[config.mk]
export PLATFORM = sky130hd
export DESIGN_NAME = if_stage_flat
export DESIGN_NICKNAME = d
export VERILOG_FILES = /design/src/rtl/if_stage_if.sv /design/src/rtl/if_stage.sv /design/src/flat_wrapper.sv
export SDC_FILE = /design/constraint.sdc
export NUM_CORES = 1
export LEC_CHECK = 0
export CAP_MARGIN = 0
export CELL_PAD_IN_SITES_DETAIL_PLACEMENT = 0
export CELL_PAD_IN_SITES_GLOBAL_PLACEMENT = 1
export CORE_MARGIN = 5
export CORE_UTILIZATION = 33
export CTS_CLUSTER_DIAMETER = 150
export DETAILED_ROUTE_END_ITERATION = 10
export PLACE_DENSITY_LB_ADDON = 0.1
export SLEW_MARGIN = 20
export SYNTH_ARGS = -nofsm -noshare
export SYNTH_HDL_FRONTEND = slang
export SYNTH_SLANG_ARGS = --single-unit
[constraint.sdc]
create_clock -name CLK -period 2.32 [get_ports CLK]
set_input_delay 0.232 -clock CLK [delete_from_list [all_inputs] [get_ports CLK]]
set_output_delay 0.232 -clock CLK [all_outputs]
set_load 0.05 [all_outputs]
[src/rtl/if_stage_if.sv]
// Fetch-stage bundle: hazard/redirect controls in, imem read port and IF/ID outputs.
// The stage itself takes the master side; the pipeline/bench takes the slave side.
interface if_stage_if;
  logic        StallF;
  logic        StallD;
  logic        PCSrcD;
  logic [31:0] PCBranchD;
  logic [31:0] ImemRdata;
  logic [31:0] ImemAddr;
  logic [31:0] PCF;
  logic [31:0] PCPlus4F;
  logic [31:0] InstrD;
  logic [31:0] PCPlus4D;
  logic        ValidD;
  logic [31:0] FetchCount;
  logic        PcFault;

  modport master (
    input  StallF, StallD, PCSrcD, PCBranchD, ImemRdata,
    output ImemAddr, PCF, PCPlus4F, InstrD, PCPlus4D, ValidD, FetchCount, PcFault
  );

  modport slave (
    output StallF, StallD, PCSrcD, PCBranchD, ImemRdata,
    input  ImemAddr, PCF, PCPlus4F, InstrD, PCPlus4D, ValidD, FetchCount, PcFault
  );
endinterface

[src/rtl/if_stage.sv]
// MIPS instruction-fetch stage: PC register, imem address, IF/ID register,
// fetch counter and sticky out-of-range fetch flag.
module if_stage #(
  parameter logic [31:0] RESET_PC   = 32'h0000_0000,
  parameter int          IMEM_WORDS = 28
) (
  input logic         CLK,
  input logic         reset,
  if_stage_if.master  bus
);

  // 33 bits so a full 4 GiB memory depth still compares correctly
  localparam logic [32:0] IMEM_LIMIT = 33'(IMEM_WORDS) << 2;

  typedef struct packed {
    logic [31:0] instr;
    logic [31:0] pcPlus4;
    logic        valid;
  } ifId_t;

  localparam ifId_t IFID_BUBBLE = '{instr: 32'h0, pcPlus4: 32'h0, valid: 1'b0};

  logic [31:0] pcF, pcNext, pcPlus4F, instrF;
  logic [31:0] fetchCount, fetchCountNext;
  logic        pcFault, pcFaultNext;
  logic        inRange, loadD;
  ifId_t       ifId, ifIdNext;

  assign pcPlus4F = pcF + 32'd4;
  assign inRange  = {1'b0, pcF} < IMEM_LIMIT;
  // Out-of-range fetches read as NOP so garbage never reaches decode
  assign instrF   = inRange ? bus.ImemRdata : 32'h0000_0000;
  assign loadD    = !bus.StallD && !bus.PCSrcD;

  // Stall wins over redirect: the branch stays in D and is re-evaluated
  always_comb begin
    pcNext = pcPlus4F;
    if (bus.StallF)
      pcNext = pcF;
    else if (bus.PCSrcD)
      pcNext = {bus.PCBranchD[31:2], 2'b00};
  end

  always_comb begin
    ifIdNext       = ifId;
    fetchCountNext = fetchCount;
    pcFaultNext    = pcFault;
    if (bus.StallD) begin
      ifIdNext = ifId;
    end else if (bus.PCSrcD) begin
      ifIdNext = IFID_BUBBLE;
    end else begin
      ifIdNext.instr   = instrF;
      ifIdNext.pcPlus4 = pcPlus4F;
      ifIdNext.valid   = 1'b1;
    end
    if (loadD) begin
      fetchCountNext = fetchCount + 32'd1;
      pcFaultNext    = pcFault | ~inRange;
    end
  end

  always_ff @(posedge CLK or negedge reset) begin
    if (!reset) begin
      pcF        <= RESET_PC;
      ifId       <= IFID_BUBBLE;
      fetchCount <= 32'h0;
      pcFault    <= 1'b0;
    end else begin
      pcF        <= pcNext;
      ifId       <= ifIdNext;
      fetchCount <= fetchCountNext;
      pcFault    <= pcFaultNext;
    end
  end

  assign bus.ImemAddr   = pcF;
  assign bus.PCF        = pcF;
  assign bus.PCPlus4F   = pcPlus4F;
  assign bus.InstrD     = ifId.instr;
  assign bus.PCPlus4D   = ifId.pcPlus4;
  assign bus.ValidD     = ifId.valid;
  assign bus.FetchCount = fetchCount;
  assign bus.PcFault    = pcFault;

endmodule

[src/flat_wrapper.sv]
// flat-port wrapper written by rule: the top's interface ports become plain ports
module if_stage_flat 
#(
  parameter logic [31:0] RESET_PC   = 32'h0000_0000,
  parameter int          IMEM_WORDS = 28
)
  (CLK, reset, bus_StallF, bus_StallD, bus_PCSrcD, bus_PCBranchD, bus_ImemRdata, bus_ImemAddr, bus_PCF, bus_PCPlus4F, bus_InstrD, bus_PCPlus4D, bus_ValidD, bus_FetchCount, bus_PcFault);
  if_stage_if bus_i ();
  input logic CLK;
  input logic reset;
  input wire logic [$bits(bus_i.StallF)-1:0] bus_StallF;
  input wire logic [$bits(bus_i.StallD)-1:0] bus_StallD;
  input wire logic [$bits(bus_i.PCSrcD)-1:0] bus_PCSrcD;
  input wire logic [$bits(bus_i.PCBranchD)-1:0] bus_PCBranchD;
  input wire logic [$bits(bus_i.ImemRdata)-1:0] bus_ImemRdata;
  output wire logic [$bits(bus_i.ImemAddr)-1:0] bus_ImemAddr;
  output wire logic [$bits(bus_i.PCF)-1:0] bus_PCF;
  output wire logic [$bits(bus_i.PCPlus4F)-1:0] bus_PCPlus4F;
  output wire logic [$bits(bus_i.InstrD)-1:0] bus_InstrD;
  output wire logic [$bits(bus_i.PCPlus4D)-1:0] bus_PCPlus4D;
  output wire logic [$bits(bus_i.ValidD)-1:0] bus_ValidD;
  output wire logic [$bits(bus_i.FetchCount)-1:0] bus_FetchCount;
  output wire logic [$bits(bus_i.PcFault)-1:0] bus_PcFault;
  assign bus_i.StallF = bus_StallF;
  assign bus_i.StallD = bus_StallD;
  assign bus_i.PCSrcD = bus_PCSrcD;
  assign bus_i.PCBranchD = bus_PCBranchD;
  assign bus_i.ImemRdata = bus_ImemRdata;
  assign bus_ImemAddr = bus_i.ImemAddr;
  assign bus_PCF = bus_i.PCF;
  assign bus_PCPlus4F = bus_i.PCPlus4F;
  assign bus_InstrD = bus_i.InstrD;
  assign bus_PCPlus4D = bus_i.PCPlus4D;
  assign bus_ValidD = bus_i.ValidD;
  assign bus_FetchCount = bus_i.FetchCount;
  assign bus_PcFault = bus_i.PcFault;
  if_stage #(.RESET_PC(RESET_PC), .IMEM_WORDS(IMEM_WORDS)) u_core (.CLK(CLK), .reset(reset), .bus(bus_i));
endmodule
==> results.sh <==
export IMPL_min_period_ns=2.395
export IMPL_skew_ns=0.01262
export IMPL_clk_pin_slew_ns=0.06
export IMPL_cts_buffer_depth=2
export IMPL_tightest_slew_ns=0.5790
export IMPL_cts_tree="yes"
export IMPL_regToRegEndpoint="u_core.bus.ImemAddr[26]$_DFFE_PN0N_"
export IMPL_start_util=0.3353
export IMPL_async_flop_share=1.000
export IMPL_cp_end_kind="output port"
export IMPL_place_area_um2=10110
export IMPL_finalSetupViolCount=7
export IMPL_power_switching_mw=3.529
export IMPL_grt_busiest_layer="met2"
export IMPL_syn_area_per_cell_um2=10.01
export IMPL_synth_top_area_cell="dfrtp_1"
export IMPL_powerDensity_nw_per_um2=797.3
export IMPL_dpl_hpwl_mm=17.63
export IMPL_nets=1010
export IMPL_grt_overflow_total=0
export IMPL_syn_inst=680
export IMPL_r2r_start="u_core.bus.ImemAddr[2]$_DFFE_PN0N_"
export IMPL_hold_viol_final=0
export IMPL_firstDrtPassIters=5
export IMPL_cts_sinks=127
export IMPL_slowest_stage="or4_4"
export IMPL_via_per_inst=5.162
export IMPL_fin_crit_sh=1.032
export IMPL_die_area_um2=23600
export IMPL_yosysWarnings=0
export IMPL_total_power_mw=8.865
export IMPL_synth_seq_cells=127
export IMPL_ios=263
export IMPL_vias=6303
export IMPL_netlist_top_cells_area="dfrtp_1 (47%), xnor2_1 (5.9%), a22o_1 (5.7%)"
export IMPL_ys_flop_type="dfrtp_1"
export IMPL_cts_buffers=17
export IMPL_yosysMostFrequentCell="dfrtp_1"
export IMPL_pwr_share_comb=0.399
export IMPL_clockRootBuffer="clkbuf_16"
export IMPL_cpPeakStageDelay_ns=0.62
export IMPL_clkPwrFrac=0.302
export IMPL_cp_endpoint="bus_PCPlus4F[26]"
export IMPL_hold_path_class="input pin to async pin"
export IMPL_grt_pass1_vias=6805
export IMPL_timing_hold_ws_ns=0.3200
export IMPL_area_delta_synth_final_pct=63.36
export IMPL_seqPwrFrac=0.300
export IMPL_drive_gt1_frac=0.2450
export IMPL_startpoint_type="flop"
export IMPL_r2r_slack_ns=0.20
export IMPL_power_internal_mw=5.336
export IMPL_crit_path_cell_trace="nand4_4 -> or4_4 -> nor3_4 -> xor2_4 -> buf_12"
export IMPL_ys_seq_area_frac=0.4669
export IMPL_grt_max_degree=53
export IMPL_grt_use_met2=0.3380
export IMPL_power_leakage_nw=4.591
export IMPL_place_gp_congestion=0.8580
export IMPL_fin_area_um2=11120
export IMPL_pre_cts_slack_ns=0.03734
export IMPL_synth_top_area_frac=0.4669
export IMPL_relSlewSlack=0.6128
export IMPL_drc=0
export IMPL_wl_per_cell_um=19.91
export IMPL_coreArea_um2=20300
export IMPL_fp_row_count=52
export IMPL_die_y_um=153.6
export IMPL_antenna_cells=0
export IMPL_gr_usage_met3=0.05003
export IMPL_violations="setup timing"
export IMPL_fin_ws_ns=-0.07508
export IMPL_antenna_found_initial=0
export IMPL_drtIter0Drc=241
export IMPL_ys_types=61
export IMPL_slew_viol_final=0
export IMPL_critPathRequiredTime_ns=2.09
export IMPL_status="complete, but fails checks"
export IMPL_synth_edff_count=0
export IMPL_netlist_area_um2=6807
export IMPL_setup_tns_ns=-0.2035
export IMPL_p_sw_frac=0.3981
export IMPL_path_max_fanout=7
export IMPL_grt_pass1_wl_mm=39.03
export IMPL_ff2ff_path_depth=6
export IMPL_grt_total_usage=0.2057
export IMPL_use_met1=0.2659
export IMPL_clk_latency_ns=0.42
export IMPL_dieWidth_um=153.6
export IMPL_maxCapViolCount=0
export IMPL_grt_setup_unrepaired="yes"
export IMPL_critPathKind="flop to output port"
export IMPL_drtAntennaViolNets=0
export IMPL_crit_start="u_core.bus.ImemAddr[15]$_DFFE_PN0N_"
export IMPL_peakVddDrop_uv=521.5
export IMPL_wirelength_mm=24.31
export IMPL_fmax_mhz=417.5
export IMPL_io_buffers=254
export IMPL_h_tree_depth=4
export IMPL_critPathArrivalTime_ns=2.16
export IMPL_synthTopCellsByCount="dfrtp_1 (127), xnor2_1 (46), a22o_1 (44)"
==> per-stage QoR <==
step	util	std cells
after floorplan	-	685
after global placement	0.4982	1157
after detailed placement	0.4982	1157
after CTS	0.5404	1207
after global routing	0.5478	1221
final	0.5478	1221
==> how the worst min path moves through the flow <==
stage | endpoint
floorplan | u_core.bus.FetchCount[0]$_DFFE_PN0P_
global placement | u_core.bus.PCPlus4D[14]$_DFFE_PN0N_
detailed placement | u_core.bus.PCPlus4D[14]$_DFFE_PN0N_
CTS | u_core.bus.ImemAddr[13]$_DFFE_PN0N_
global route | u_core.bus.PCPlus4D[14]$_DFFE_PN0N_
finish | u_core.bus.PCPlus4D[14]$_DFFE_PN0N_
==> flip-flops by register name, summed over array words and instances, names as in the netlist <==
signal	flops
u_core.bus.PCPlus4D	31
u_core.bus.FetchCount	32
u_core.bus.InstrD	32
u_core.bus.PcFault	1
u_core.bus.ValidD	1
u_core.bus.ImemAddr	30
==> critical path, delay by kind of cell, from the launching register on <==
family	cells	cell delay, ns
and+or+nand+nor	3	0.96
DFF	1	0.44
xor gates and xnor gates	1	0.20
buffers and inverters	1	0.16
==> layout by cell type (no fill, tap or decap), types with 4 or more instances in the layout <==
cell,Yosys,final
buf_6,1,7
o311ai_0,7,7
xnor2_4,0,8
dfrtp_2,0,24
a22oi_1,16,16
nor4_1,17,15
o21ai_0,16,16
and4_4,0,4
buf_12,0,26
o31ai_1,4,4
nand3_1,29,24
xor2_2,0,5
a221o_1,10,10
a31oi_1,4,4
clkbuf_16,0,17
clkinv_4,0,4
buf_4,39,78
o211ai_1,20,20
and2_1,10,8
inv_1,12,12
xnor2_1,46,30
or3_1,6,6
nand2_1,41,41
conb_1,1,6
nor3_1,21,15
xnor2_2,0,8
a22o_1,44,44
and3_1,9,8
a32oi_1,5,5
clkdlybuf4s50_1,0,223
dfrtp_1,127,103
nor2_1,25,24
inv_6,0,5
nand2b_1,6,4
nand4_1,28,28
xor2_1,13,6
a21oi_1,10,10
==> layout make-up <==
| cell class | instances | area, µm² |
|---|---|---|
| fill | 1816 | 9180 |
| multi-input combinational | 443 | 3506 |
| timing repair buffer | 337 | 3437 |
| sequential | 127 | 3208 |
| clock buffer | 17 | 425.4 |
| tap | 270 | 337.8 |
| clock inverter | 14 | 156.4 |
| inverter | 13 | 48.80 |
==> power by group through the flow <==
stage	sequential [mW]	combinational (mW)	clock [mW]
2_1_floorplan	3.35	1.54	0
3_3_place_gp	2.70	3.41	0
3_5_place_dp	2.71	3.43	0
4_1_cts	2.66	3.51	2.76
5_1_grt	2.69	3.70	2.84
6_report	2.66	3.53	2.67
==> logic make-up (layout without fill, tap and decap cells) <==
| group | after synthesis | after routing | share of synthesized area |
|---|---|---|---|
| AND/OR/NAND/NOR | 229 | 229 | 0.1945 |
| adder cells (fa/ha/maj) | 2 | 2 | 0.003676 |
| XOR/XNOR | 59 | 59 | 0.07592 |
| multiplexers | 2 | 2 | 0.002941 |
| AO/OA/AOI/OAI | 145 | 145 | 0.1654 |
| other | 1 | 6 | 0.0005509 |
| buffers and inverters | 115 | 381 | 0.09007 |
| flip-flops | 127 | 127 | 0.4669 |
==> repair_timing <==
| action | 4_1_cts | 5_1_grt |
|---|---|---|
| endpoints found under the setup margin | 19 | 18 |
| pin swaps | 7 | 21 |
| hold buffers | 1 | 0 |
| hold endpoints to repair | 46 | 0 |
| gates resized for setup | 33 | 11 |
| setup buffers | 18 | 15 |
==> layer usage <==
| layer | routed length (µm) | part of all wire |
|---|---|---|
| met1 | 10530 | 0.43 |
| met2 | 12000 | 0.49 |
| met3 | 1264 | 0.052 |
| met4 | 516 | 0.021 |
| met5 | 0 | 0 |
(Power assumes the default switching activity.)
